File: src/rtl/add_serial_pkg.sv
// Shared definitions for the bit-serial adder.
//   state_t   : sequencer states (IDLE, SHIFT, DONE)
//   cnt_width : bit-counter width for a given operand width, never below 1
package add_serial_pkg;

  typedef enum logic [1:0] {
    IDLE  = 2'd0,
    SHIFT = 2'd1,
    DONE  = 2'd2
  } state_t;

  function automatic int unsigned cnt_width(input int unsigned width);
    return (width > 1) ? unsigned'($clog2(width)) : 1;
  endfunction

endpackage

File: src/rtl/add_serial_if.sv
// Handshake/operand bundle between the ALU controller and add_serial.
//   start, a, b, carry_in       : request and operands (controller -> adder)
//   busy, done                  : status (adder -> controller)
//   out, carry_out, overflow    : result, held until the next result
interface add_serial_if #(
  parameter int unsigned WIDTH = 4
);
  logic             start;
  logic [WIDTH-1:0] a;
  logic [WIDTH-1:0] b;
  logic             carry_in;
  logic             busy;
  logic             done;
  logic [WIDTH-1:0] out;
  logic             carry_out;
  logic             overflow;

  modport master (
    output start, a, b, carry_in,
    input  busy, done, out, carry_out, overflow
  );

  modport slave (
    input  start, a, b, carry_in,
    output busy, done, out, carry_out, overflow
  );
endinterface

File: src/rtl/add_serial_add1.sv
// One-bit full adder slice.
//   a, b, cin : addend bits and carry in
//   s, cout   : sum bit and carry out
module add1 (
  input  logic a,
  input  logic b,
  input  logic cin,
  output logic s,
  output logic cout
);
  assign s    = a ^ b ^ cin;
  assign cout = (a & b) | (cin & (a ^ b));
endmodule

File: src/rtl/add_serial.sv
// Bit-serial adder: one add1 slice, LSB first, one bit per clock.
//   clk : rising-edge clock
//   rst : asynchronous active-high reset
//   bus : add_serial_if slave (start/a/b/carry_in in, busy/done/out/carry_out/overflow out)
// An accepted start is followed by WIDTH SHIFT edges; done pulses for one
// cycle after the last one. Results are held until the next result.
module add_serial
  import add_serial_pkg::*;
#(
  parameter int unsigned WIDTH = 4
) (
  input  logic         clk,
  input  logic         rst,
  add_serial_if.slave  bus
);

  localparam int unsigned    CW   = cnt_width(WIDTH);
  localparam logic [CW-1:0]  LAST = CW'(WIDTH - 1);

  state_t           state, state_nx;
  logic [WIDTH-1:0] a_sr, b_sr, s_sr;
  logic [WIDTH-1:0] a_nx, b_nx, s_nx;
  logic             carry;
  logic [CW-1:0]    count;
  logic             slice_s, slice_c;
  logic             last_bit;
  logic             busy_q, done_q;
  logic [WIDTH-1:0] out_q;
  logic             carry_out_q, overflow_q;

  add1 u_slice (
    .a    (a_sr[0]),
    .b    (b_sr[0]),
    .cin  (carry),
    .s    (slice_s),
    .cout (slice_c)
  );

  assign last_bit = (count == LAST);

  always_comb begin
    state_nx = state;
    case (state)
      IDLE:    if (bus.start) state_nx = SHIFT;
      SHIFT:   if (last_bit)  state_nx = DONE;
      DONE:                   state_nx = IDLE;
      default:                state_nx = IDLE;
    endcase
  end

  // busy/done are registered from the next state so they line up with state.
  always_ff @(posedge clk or posedge rst) begin
    if (rst) begin
      state  <= IDLE;
      busy_q <= 1'b0;
      done_q <= 1'b0;
    end else begin
      state  <= state_nx;
      busy_q <= (state_nx != IDLE);
      done_q <= (state_nx == DONE);
    end
  end

  // Sum bit enters at the MSB; written as shift-then-patch so WIDTH=1 works.
  always_comb begin
    a_nx            = a_sr >> 1;
    b_nx            = b_sr >> 1;
    s_nx            = s_sr >> 1;
    s_nx[WIDTH-1]   = slice_s;
  end

  always_ff @(posedge clk or posedge rst) begin
    if (rst) begin
      a_sr        <= '0;
      b_sr        <= '0;
      s_sr        <= '0;
      carry       <= 1'b0;
      count       <= '0;
      out_q       <= '0;
      carry_out_q <= 1'b0;
      overflow_q  <= 1'b0;
    end else begin
      case (state)
        IDLE: begin
          if (bus.start) begin
            a_sr  <= bus.a;
            b_sr  <= bus.b;
            carry <= bus.carry_in;
            count <= '0;
          end
        end
        SHIFT: begin
          a_sr  <= a_nx;
          b_sr  <= b_nx;
          s_sr  <= s_nx;
          carry <= slice_c;
          if (last_bit) begin
            out_q       <= s_nx;
            carry_out_q <= slice_c;
            // carry still holds the carry into the MSB during the last bit
            overflow_q  <= slice_c ^ carry;
          end else begin
            count <= count + 1'b1;
          end
        end
        default: ;
      endcase
    end
  end

  assign bus.busy      = busy_q;
  assign bus.done      = done_q;
  assign bus.out       = out_q;
  assign bus.carry_out = carry_out_q;
  assign bus.overflow  = overflow_q;

endmodule

File: src/flat_wrapper.sv
// flat-port wrapper written by rule: the top's interface ports become plain ports
module add_serial_flat import add_serial_pkg::*;
#(
  parameter int unsigned WIDTH = 4
)
  (clk, rst, bus_start, bus_a, bus_b, bus_carry_in, bus_busy, bus_done, bus_out, bus_carry_out, bus_overflow);
  add_serial_if #(.WIDTH(WIDTH)) bus_i ();
  input  logic clk;
  input  logic rst;
  input wire logic [$bits(bus_i.start)-1:0] bus_start;
  input wire logic [$bits(bus_i.a)-1:0] bus_a;
  input wire logic [$bits(bus_i.b)-1:0] bus_b;
  input wire logic [$bits(bus_i.carry_in)-1:0] bus_carry_in;
  output wire logic [$bits(bus_i.busy)-1:0] bus_busy;
  output wire logic [$bits(bus_i.done)-1:0] bus_done;
  output wire logic [$bits(bus_i.out)-1:0] bus_out;
  output wire logic [$bits(bus_i.carry_out)-1:0] bus_carry_out;
  output wire logic [$bits(bus_i.overflow)-1:0] bus_overflow;
  assign bus_i.start = bus_start;
  assign bus_i.a = bus_a;
  assign bus_i.b = bus_b;
  assign bus_i.carry_in = bus_carry_in;
  assign bus_busy = bus_i.busy;
  assign bus_done = bus_i.done;
  assign bus_out = bus_i.out;
  assign bus_carry_out = bus_i.carry_out;
  assign bus_overflow = bus_i.overflow;
  add_serial #(.WIDTH(WIDTH)) u_core (.clk(clk), .rst(rst), .bus(bus_i));
endmodule
File: config.mk
export PLATFORM = sky130hd
export DESIGN_NAME = add_serial_flat
export DESIGN_NICKNAME = d
export VERILOG_FILES = /design/src/rtl/add_serial_pkg.sv /design/src/rtl/add_serial_if.sv /design/src/rtl/add_serial_add1.sv /design/src/rtl/add_serial.sv /design/src/flat_wrapper.sv
export SDC_FILE = /design/constraint.sdc
export NUM_CORES = 1
export LEC_CHECK = 0
export CAP_MARGIN = 20
export CORE_UTILIZATION = 35
export CTS_CLUSTER_DIAMETER = 40
export DETAILED_ROUTE_END_ITERATION = 10
export PLACE_DENSITY = 0.7
export SLEW_MARGIN = 0
export SYNTH_ARGS = -nofsm -noshare
export SYNTH_HDL_FRONTEND = slang
export SYNTH_SLANG_ARGS = --single-unit
File: constraint.sdc
create_clock -name clk -period 1.25 [get_ports clk]
set_clock_uncertainty 0.05 [all_clocks]
set_input_delay 0.125 -clock clk [delete_from_list [all_inputs] [get_ports clk]]
set_output_delay 0.125 -clock clk [all_outputs]
set_load 0.02 [all_outputs]
==> impl_metrics.env <==
export IMPL_layout_setup_ws_ns=-0.0715
export IMPL_synthCells=89
export IMPL_fin_crit_ns=1.32
export IMPL_dp_cells=146
export IMPL_synth_ff_type="dfrtp_1"
export IMPL_synth_distinct_cells=24
export IMPL_critPathKind="flip-flop to flip-flop"
export IMPL_final_cells=154
export IMPL_grt_max_degree=25
export IMPL_die_area_sq_mm=0.00328
export IMPL_postPlaceCellArea_sq_mm=0.00135
export IMPL_worst_slew_pin_slew_ns=0.298
export IMPL_tns_ns=-0.150
export IMPL_syn_num_nets=103
export IMPL_rows=19
export IMPL_crit_path_start_kind="flip-flop"
export IMPL_io_buffer_count=19
export IMPL_diodes=0
export IMPL_cts_clk_slew_worst_paths_ns=0.12
export IMPL_overflow=0
export IMPL_ant_nets=0
export IMPL_io_pins=20
export IMPL_end_kind="flip-flop"
export IMPL_core_area_sq_mm=0.00283
export IMPL_drtIter0Drc=24
export IMPL_postSynthAreaPerCell_sq_um=12.0
export IMPL_initial_core_util=0.378
export IMPL_p_leak_nw=0.674
export IMPL_clockBufferDepth=2
export IMPL_cts_htree_levels=1
export IMPL_p_total_w=0.00384
export IMPL_status="finished, violations left"
export IMPL_cts_buffers=3
export IMPL_fin_crit_sh=1.06
export IMPL_antenna_found_initial=0
export IMPL_yosysMostFrequentCell="dfrtp_1"
export IMPL_drv_slew=0
export IMPL_cts_root_buf="clkbuf_4"
export IMPL_grt_pass1_vias=768
export IMPL_synth_area_top_cells="dfrtp_1 56%, o22ai_1 7.0%, a21oi_1 4.2%"
export IMPL_first_pass_iters=7
export IMPL_yosys_warnings=0
export IMPL_fin_area_sq_mm=0.00146
export IMPL_synth_top_area_cell="dfrtp_1"
export IMPL_num_fill_cells=245
export IMPL_cp_arrival_ns=1.48
export IMPL_max_freq_ghz=0.757
export IMPL_synth_top_area_frac=0.561
export IMPL_dp_hpwl_microns=1520
export IMPL_vdd_drop_max_mv=1.03
export IMPL_hold_violations=0
export IMPL_place_worst_setup_slack_ns=-0.105
export IMPL_max_slew_margin=0.801
export IMPL_clk_latency_ns=0.31
export IMPL_grt_pass1_wl_microns=3480
export IMPL_synth_area_sq_mm=0.00107
export IMPL_synth_common_cells="24 x dfrtp_1, 12 x o22ai_1, 9 x a21oi_1"
export IMPL_drive_above_1_share=0.317
export IMPL_crit_fanout=2
export IMPL_track_usage=0.140
export IMPL_final_setup_viol_count=3
export IMPL_ys_async_sr_fraction=1.00
export IMPL_die_x_microns=57.3
export IMPL_routed_wl_microns=2110
export IMPL_area_delta_synth_final_pct=36.4
export IMPL_violations="design-rule violations, negative setup slack"
export IMPL_hold_class="input port to asynchronous set/reset pin"
export IMPL_cts_sinks=24
export IMPL_wl_per_cell_microns=13.7
export IMPL_via_per_inst=5.16
export IMPL_fin_nets=138
export IMPL_cp_required_ns=1.41
export IMPL_vias=795
export IMPL_synth_edf_count=0
export IMPL_rsz0062_at_grt="true"
export IMPL_yosys_register_bits=24
export IMPL_dieHeight_microns=57.3
export IMPL_routabilityCongestion=0.805
export IMPL_power_density_mw_per_mm2=2630
export IMPL_drc=9
export IMPL_maxCapViolations=0
export IMPL_seq_area_frac_synth=0.561
export IMPL_cts_tree="yes"
## repair_timing
| item | in CTS | in global routing |
|---|---|---|
| resized for setup | 11 | 15 |
| hold buffers | 0 | 0 |
| pin swaps | 2 | 4 |
| buffers inserted | 1 | 3 |
| endpoints found under the setup margin | 15 | 15 |
| cloned | 0 | 0 |
## power by group
part	switching [W]	total [W]	internal, W
combinational	0.000893	0.00200	0.00110
clock	0.000222	0.000400	0.000178
sequential	0.000295	0.00144	0.00115
## registers in the layout, summed over array words and instances, names as in the netlist
register and count:
u_core.a_sr 4, u_core.b_sr 4, u_core.bus.out 4, u_core.s_sr 3, u_core.count 2, u_core.state 2
u_core.bus.busy 1, u_core.bus.carry_out 1, u_core.bus.done 1, u_core.bus.overflow 1, u_core.carry 1
## path summary, 6_finish.rpt
path / start / depth (start not counted) / slack (ns) / endpoint
worst max-delay path: u_core.a_sr[0] / 2 / -0.07 / u_core.s_sr[3]
worst min-delay path: rst / 3 / 0.09 / u_core.bus.done
worst max register to register: u_core.a_sr[0] / 2 / -0.07 / u_core.s_sr[3]
worst min register to register: u_core.bus.carry_out / 2 / 0.45 / u_core.bus.carry_out
max in group asynchronous: rst / 3 / 0.82 / u_core.state[1]
min in group clk: bus_b[3] / 3 / 0.30 / u_core.b_sr[3]
## stage by stage
step	hold WS, ns	utilization
3_5_place_dp	0.427	0.477
2_1_floorplan	0.0896	-
4_1_cts	0.101	0.489
6_report	0.0887	0.516
3_3_place_gp	0.417	0.477
5_1_grt	0.129	0.516
## worst max-delay path, stage by stage (launching register included)
cell,delay (ns)
dfrtp_1,0.43
fa_2,0.47
mux2_4,0.27
## final cells by class
cell class / count / area, sq um / share of cell area
inverters: 7 / 26.3 / 0.0180
repair buffers: 34 / 299 / 0.205
multi-input cells: 54 / 455 / 0.312
clock buffers: 4 / 36.3 / 0.0249
flip-flops and latches: 24 / 603 / 0.413
well taps: 31 / 38.8 / 0.0266
## layer usage
metal	global-route usage	wire [microns]	vias to the layer above
li1	-	-	391
met1	0.182	961	380
met2	0.229	1050	20
met3	0.0204	65	4
met4	0.0732	36	0
met5	0	0	-
## cells in the final DEF, fill, tap and decap left out, types with 2 or more instances in the layout
master	instances
inv_2	2
o22ai_1	12
buf_4	14
inv_1	5
clkdlybuf4s15_1	2
clkdlybuf4s50_1	11
dfrtp_1	22
o21ai_0	4
o21ai_1	2
a21oi_1	8
mux2_4	6
dlygate4sd2_1	6
clkbuf_4	3
nor2_1	2
dfrtp_2	2
nand2_1	4
## kinds of logic after synthesis
| logic type | after synthesis | share of synthesized area |
|---|---|---|
| xor+xnor | 1 | 0.00819 |
| flops | 24 | 0.561 |
| simple gates | 12 | 0.0760 |
| fa+ha+maj | 2 | 0.0304 |
| mux | 7 | 0.0842 |
| buf+inv | 11 | 0.0596 |
| compound gates | 32 | 0.180 |
Note: power is estimated with default switching activity, not from simulation.
